$ cat src/rtl/ise_param.sv
// ise_param: classifies each image's pixels by dominant colour, averages the winning class,
// keeps a sorted list of {class, average, id} and streams it out once all images are in.
module ise_param #(
  parameter int NUM_IMG = 32,
  parameter int LOG_PIX = 14,
  parameter int PIX_W = 8,
  parameter int FRAC_W = 8,
  parameter int DESC = 0
) (
  input  logic                       clk,
  input  logic                       reset,
  input  logic                       pixel_valid,
  input  logic [$clog2(NUM_IMG)-1:0] image_in_index,
  input  logic [3*PIX_W-1:0]         pixel_in,
  output logic                       busy,
  output logic                       out_valid,
  input  logic                       out_ready,
  output logic [1:0]                 color_index,
  output logic [$clog2(NUM_IMG)-1:0] image_out_index,
  output logic                       done
);
  localparam int IDX_W = $clog2(NUM_IMG);
  localparam int AVG_W = PIX_W + FRAC_W;
  localparam int SW = PIX_W + LOG_PIX;
  localparam int CW = LOG_PIX + 1;
  localparam int STW = $clog2(AVG_W + 1);

  typedef enum logic [2:0] {S_IN, S_DIV, S_INSERT, S_OUT, S_DONE} state_t;

  state_t state;
  logic [SW-1:0] sum [3];
  logic [CW-1:0] cnt [3];
  logic [LOG_PIX-1:0] pix;
  logic [IDX_W-1:0] id_r, ptr;
  logic [1:0] cls_r, cls_in, dom;
  logic [CW-1:0] rem, dvs, sel_cnt;
  logic [CW:0] trial, diff;
  logic [AVG_W-1:0] dq;
  logic [STW-1:0] st;
  logic [SW-1:0] sel_sum;
  logic [PIX_W-1:0] r, g, b, comp;
  logic [2:0] hit;
  logic accept, ge;
  logic [1:0] cls_l [NUM_IMG];
  logic [AVG_W-1:0] avg_l [NUM_IMG];
  logic [IDX_W-1:0] id_l [NUM_IMG];
  logic [1:0] cls_p [NUM_IMG];
  logic [AVG_W-1:0] avg_p [NUM_IMG];
  logic [IDX_W-1:0] id_p [NUM_IMG];
  logic [NUM_IMG-1:0] vld, keep, at;

  assign busy = state != S_IN;
  assign out_valid = state == S_OUT;
  assign done = state == S_DONE;
  assign color_index = cls_l[ptr];
  assign image_out_index = id_l[ptr];

  always_comb begin
    {r, g, b} = pixel_in;
    accept = pixel_valid && !busy;
    cls_in = (r >= g && r >= b) ? 2'd0 : (g >= b && g > r) ? 2'd1 : 2'd2;
    comp = cls_in == 2'd0 ? r : cls_in == 2'd1 ? g : b;
    hit = accept ? 3'b001 << cls_in : 3'b000;
    dom = (cnt[0] >= cnt[1] && cnt[0] >= cnt[2]) ? 2'd0 : (cnt[1] >= cnt[2]) ? 2'd1 : 2'd2;
    sel_sum = dom == 2'd0 ? sum[0] : dom == 2'd1 ? sum[1] : sum[2];
    sel_cnt = dom == 2'd0 ? cnt[0] : dom == 2'd1 ? cnt[1] : cnt[2];
    trial = {rem, dq[AVG_W-1]};
    ge = trial >= {1'b0, dvs};
    diff = trial - {1'b0, dvs};
    // keep marks the sorted prefix that stays put; equal keys stay ahead of the newcomer
    for (int i = 0; i < NUM_IMG; i++)
      keep[i] = vld[i] && (cls_l[i] < cls_r ||
                (cls_l[i] == cls_r && (DESC != 0 ? avg_l[i] >= dq : avg_l[i] <= dq)));
    at = ~keep & {keep[NUM_IMG-2:0], 1'b1};
    for (int i = 0; i < NUM_IMG; i++) begin
      cls_p[i] = cls_r;
      avg_p[i] = dq;
      id_p[i] = id_r;
    end
    for (int i = 1; i < NUM_IMG; i++) begin
      cls_p[i] = at[i] ? cls_r : cls_l[i-1];
      avg_p[i] = at[i] ? dq : avg_l[i-1];
      id_p[i] = at[i] ? id_r : id_l[i-1];
    end
  end

  always_ff @(posedge clk or negedge reset) begin
    if (!reset) begin
      state <= S_IN;
      pix <= '0;
      id_r <= '0;
      ptr <= '0;
      cls_r <= '0;
      rem <= '0;
      dvs <= '0;
      dq <= '0;
      st <= '0;
      vld <= '0;
      for (int k = 0; k < 3; k++) begin
        sum[k] <= '0;
        cnt[k] <= '0;
      end
      for (int i = 0; i < NUM_IMG; i++) begin
        cls_l[i] <= '0;
        avg_l[i] <= '0;
        id_l[i] <= '0;
      end
    end else begin
      case (state)
        S_IN: if (accept) begin
          pix <= pix + 1'b1;
          if (pix == '0) id_r <= image_in_index;
          for (int k = 0; k < 3; k++)
            if (hit[k]) begin
              sum[k] <= sum[k] + SW'(comp);
              cnt[k] <= cnt[k] + 1'b1;
            end
          if (&pix) state <= S_DIV;
        end
        S_DIV: begin
          st <= st + 1'b1;
          // average fits AVG_W bits, so the bits above them seed the remainder below the divisor
          if (st == '0) begin
            cls_r <= dom;
            dvs <= sel_cnt;
            rem <= {1'b0, sel_sum[SW-1:PIX_W]};
            dq <= {sel_sum[PIX_W-1:0], {FRAC_W{1'b0}}};
          end else begin
            rem <= ge ? diff[CW-1:0] : trial[CW-1:0];
            dq <= {dq[AVG_W-2:0], ge};
          end
          if (st == STW'(AVG_W)) begin
            st <= '0;
            state <= S_INSERT;
          end
        end
        S_INSERT: begin
          for (int i = 0; i < NUM_IMG; i++)
            if (!keep[i]) begin
              cls_l[i] <= cls_p[i];
              avg_l[i] <= avg_p[i];
              id_l[i] <= id_p[i];
            end
          for (int k = 0; k < 3; k++) begin
            sum[k] <= '0;
            cnt[k] <= '0;
          end
          vld <= vld | {vld[NUM_IMG-2:0], 1'b1};
          state <= vld[NUM_IMG-2] ? S_OUT : S_IN;
        end
        S_OUT: if (out_ready) begin
          if (ptr == IDX_W'(NUM_IMG - 1)) state <= S_DONE;
          else ptr <= ptr + 1'b1;
        end
        S_DONE: state <= S_DONE;
        default: state <= S_IN;
      endcase
    end
  end
endmodule

$ cat config.mk
export PLATFORM = sky130hd
export DESIGN_NAME = ise_param
export DESIGN_NICKNAME = d
export VERILOG_FILES = /design/src/rtl/ise_param.sv
export SDC_FILE = /design/constraint.sdc
export NUM_CORES = 2
export LEC_CHECK = 0
export CAP_MARGIN = 25
export CORE_ASPECT_RATIO = 0.8
export CORE_MARGIN = 5
export CORE_UTILIZATION = 55
export CTS_CLUSTER_DIAMETER = 40
export CTS_CLUSTER_SIZE = 16
export DETAILED_ROUTE_END_ITERATION = 12
export PLACE_DENSITY = 0.7
export SYNTH_ARGS = -nofsm -noshare
export SYNTH_HDL_FRONTEND = slang
export SYNTH_SLANG_ARGS = --single-unit
$ cat constraint.sdc
create_clock -name clk -period 4.6 [get_ports clk]
set_clock_uncertainty 0.1 [all_clocks]
set_input_delay 1.15 -clock clk [delete_from_list [all_inputs] [get_ports clk]]
set_output_delay 1.15 -clock clk [all_outputs]
set_load 0.05 [all_outputs]
==> flow_metrics.env <==
export IMPL_start_util_pct=55.5
export IMPL_cp_start_kind="register"
export IMPL_setup_slack_ns=0.0817
export IMPL_num_rows=112
export IMPL_path_common_cell="mux4_2"
export IMPL_totalWireLength_um=215000
export IMPL_overflow=0
export IMPL_synth_edf_count=0
export IMPL_synth_simple_area_share_pct=15.2
export IMPL_gr_usage_met3_pct=8.87
export IMPL_synth_mux_area_share_pct=10.1
export IMPL_synthFlopType="dfrtp_1"
export IMPL_area_delta_synth_final_pct=14.2
export IMPL_cap_violations=0
export IMPL_finalHoldViolCount=0
export IMPL_gp_congestion=0.914
export IMPL_hold_class="input port to asynchronous set/reset pin"
export IMPL_async_flop_share_pct=100
export IMPL_crit_slowest_cell="mux4_2"
export IMPL_synth_fp_nets=7844
export IMPL_crit_buf_inv=2
export IMPL_cts_made_buffers=137
export IMPL_reg2reg_from="dq[10]$_DFFE_PN0P_"
export IMPL_coreArea_um2=117000
export IMPL_clock_latency_ns=0.80
export IMPL_drive_gt1_share_pct=13.8
export IMPL_ys_types=72
export IMPL_clock_sinks=959
export IMPL_fillers=9565
export IMPL_p_leak_nw=32.7
export IMPL_dp_hpwl_um=146000
export IMPL_drt_iter0_drc=7114
export IMPL_status="completed"
export IMPL_netlist_area_um2=64900
export IMPL_die_area_um2=125000
export IMPL_clockBufferDepth=3
export IMPL_vias_per_cell=6.73
export IMPL_crit_type="register to output pin"
export IMPL_cts_tree="yes"
export IMPL_setup_viol=0
export IMPL_root_buffer="clkbuf_16"
export IMPL_die_h_um=317
export IMPL_max_slew_margin_pct=29.7
export IMPL_fmax_mhz=221
export IMPL_slowest_delay_ns=0.59
export IMPL_synthAdderAreaFrac_pct=13.6
export IMPL_ys_ff_latch=959
export IMPL_grt_pass1_wl_um=334000
export IMPL_htree_levels=4
export IMPL_peakVddDrop_mv=0.432
export IMPL_hold_slack_ns=0.360
export IMPL_synth_compound_area_share_pct=19.0
export IMPL_num_vias=59300
export IMPL_cp_max_fo=16
export IMPL_route_detailed_drc=0
export IMPL_final_nets=7896
export IMPL_power_density_nw_per_um2=319
export IMPL_cp_top_family="multiplexers"
export IMPL_end_kind="output pin"
export IMPL_die_w_um=394
export IMPL_grt_pass1_vias=56600
export IMPL_synth_top_family_by_area="compound AO/OA/AOI/OAI gates"
export IMPL_synth_area_per_cell_um2=9.13
export IMPL_wl_per_cell_um=24.4
export IMPL_busiest_layer="met2"
export IMPL_antenna_found_initial=7
export IMPL_postRouteAntennaNets=0
export IMPL_grt_util_met1_pct=48.3
export IMPL_yosys_area_top_type="dfrtp_1"
export IMPL_portBuffers=42
export IMPL_post_route_period_util_pct=98.2
export IMPL_worstPathCellList="buf_12 > mux4_2 > mux4_2 > mux2_2 > buf_4"
export IMPL_seq_area_frac_synth_pct=37.0
export IMPL_num_io_pins=43
export IMPL_yosys_warnings=0
export IMPL_final_cell_mix="dfrtp_1 (934), o21ai_0 (771), ha_1 (677), nand2_1 (524), nand3_1 (512)"
export IMPL_netlist_area_leader_share_pct=37.0
export IMPL_place_ws_ns=-1.02
export IMPL_drv_slew=0
export IMPL_worstPathRequired_ns=3.35
export IMPL_grt_max_degree=94
export IMPL_layout_cells_most_common="dfrtp_1"
export IMPL_startpoint="ptr[0]$_DFFE_PN0P_"
export IMPL_synth_xor_area_share_pct=0.661
export IMPL_worstPathArrival_ns=3.27
export IMPL_syn_instance_count=7108
export IMPL_grt_usage_pct=33.7
export IMPL_met2_usage_pct=49.2
export IMPL_drt_pass1_iter_count=6
export IMPL_synthTopCellsByArea="dfrtp_1 (37%), ha_1 (13%), o21ai_0 (6.0%)"
export IMPL_path_clk_slew_ns=0.07
export IMPL_worstMarginPinSlew_ns=1.04
export IMPL_fin_crit_ns=4.52
==> cells in the mapped netlist, types with 122 or more instances <==
library cell and instances:
clkbuf_1 419, mux2i_1 361, nor3_1 366, nand2_1 529
nand3_1 514, mux2_2 122, nand4_1 166, a21oi_1 357
inv_1 208, ha_1 699, nor2_1 237, o21ai_0 777
a31oi_1 461, dfrtp_1 959, a21o_1 136
==> registers in the layout (all words and copies together) (netlist names), 14 cells and up <==
signal  count
cls_l      64
vld        32
avg_l     512
sum        66
dq         16
rem        15
cnt        45
pix        14
id_l      160
dvs        15
==> path summary, 6_finish.rpt <==
check                                         end  slack, ns  cells after the start
max in group asynchronous      sum[4]$_DFFE_PN0P_       2.87                      2
max                            image_out_index[3]       0.08                      5
min in group clk              vld[31]$_DFFE_PN0N_       0.37                      1
max reg2reg                  cls_l[2]$_DFFE_PN0P_       0.85                     11
min                        avg_l[299]$_DFFE_PN0P_       0.36                      1
min reg2reg                   vld[31]$_DFFE_PN0N_       0.37                      1
==> metrics by stage <==
stage / power (mW) / area [µm²] / setup TNS [ns] / util, % / instances
after global placement: 12.3 / 68800 / -36.62 / 58.9 / 8539
final: 23.6 / 74100 / 0 / 63.4 / 8817
after CTS: 23.6 / 73800 / 0 / 63.2 / 8806
after detailed placement: 12.4 / 68800 / -40.32 / 58.9 / 8539
after global routing: 24.5 / 74100 / -0.00543 / 63.4 / 8814
after floorplan: 11.0 / 65400 / -1.58 / - / 7108
==> area by class of cell <==
| type | instances | area [µm²] | area share, % |
|---|---|---|---|
| sequential | 959 | 24000 | 32.4 |
| timing repair buffer | 434 | 3730 | 5.03 |
| antenna | 3 | 7.51 | 0.0101 |
| inverter | 208 | 816 | 1.10 |
| clock inverter | 99 | 1190 | 1.60 |
| tap | 1539 | 1930 | 2.60 |
| clock buffer | 155 | 3630 | 4.89 |
| multi-input combinational | 5420 | 38800 | 52.3 |
==> routing by layer <==
metal | wire [µm] | share of wire, %
met1 | 92900 | 43
met2 | 90600 | 42
met3 | 23200 | 11
met4 | 8450 | 3.9
met5 | 45 | 0.021
==> logic make-up (layout without fill, tap and decap cells) <==
kind of cell    count (synthesis)  after routing
mux                           553            553
other cells                     0              3
flops                         959            959
buf+inv                       730            896
compound gates               2073           2074
fa+ha+maj                     703            703
simple gates                 2041           2041
xor+xnor                       49             49
==> repair_timing <==
item | 4_1_cts | 5_1_grt
endpoints found under the setup margin | 25 | 37
pin swaps | 8 | 26
resized for setup | 12 | 58
gates cloned | 1 | 0
hold buffers | 0 | 0
setup buffers | 12 | 6
==> where the power goes <==
part           switching, mW  total, mW  internal, mW
clock network           4.48       11.1          6.66
registers              0.715       9.43          8.71
logic                   1.59       3.08          1.49
total                   6.79       23.6          16.9
No activity file was read; power rests on OpenSTA's default activity.
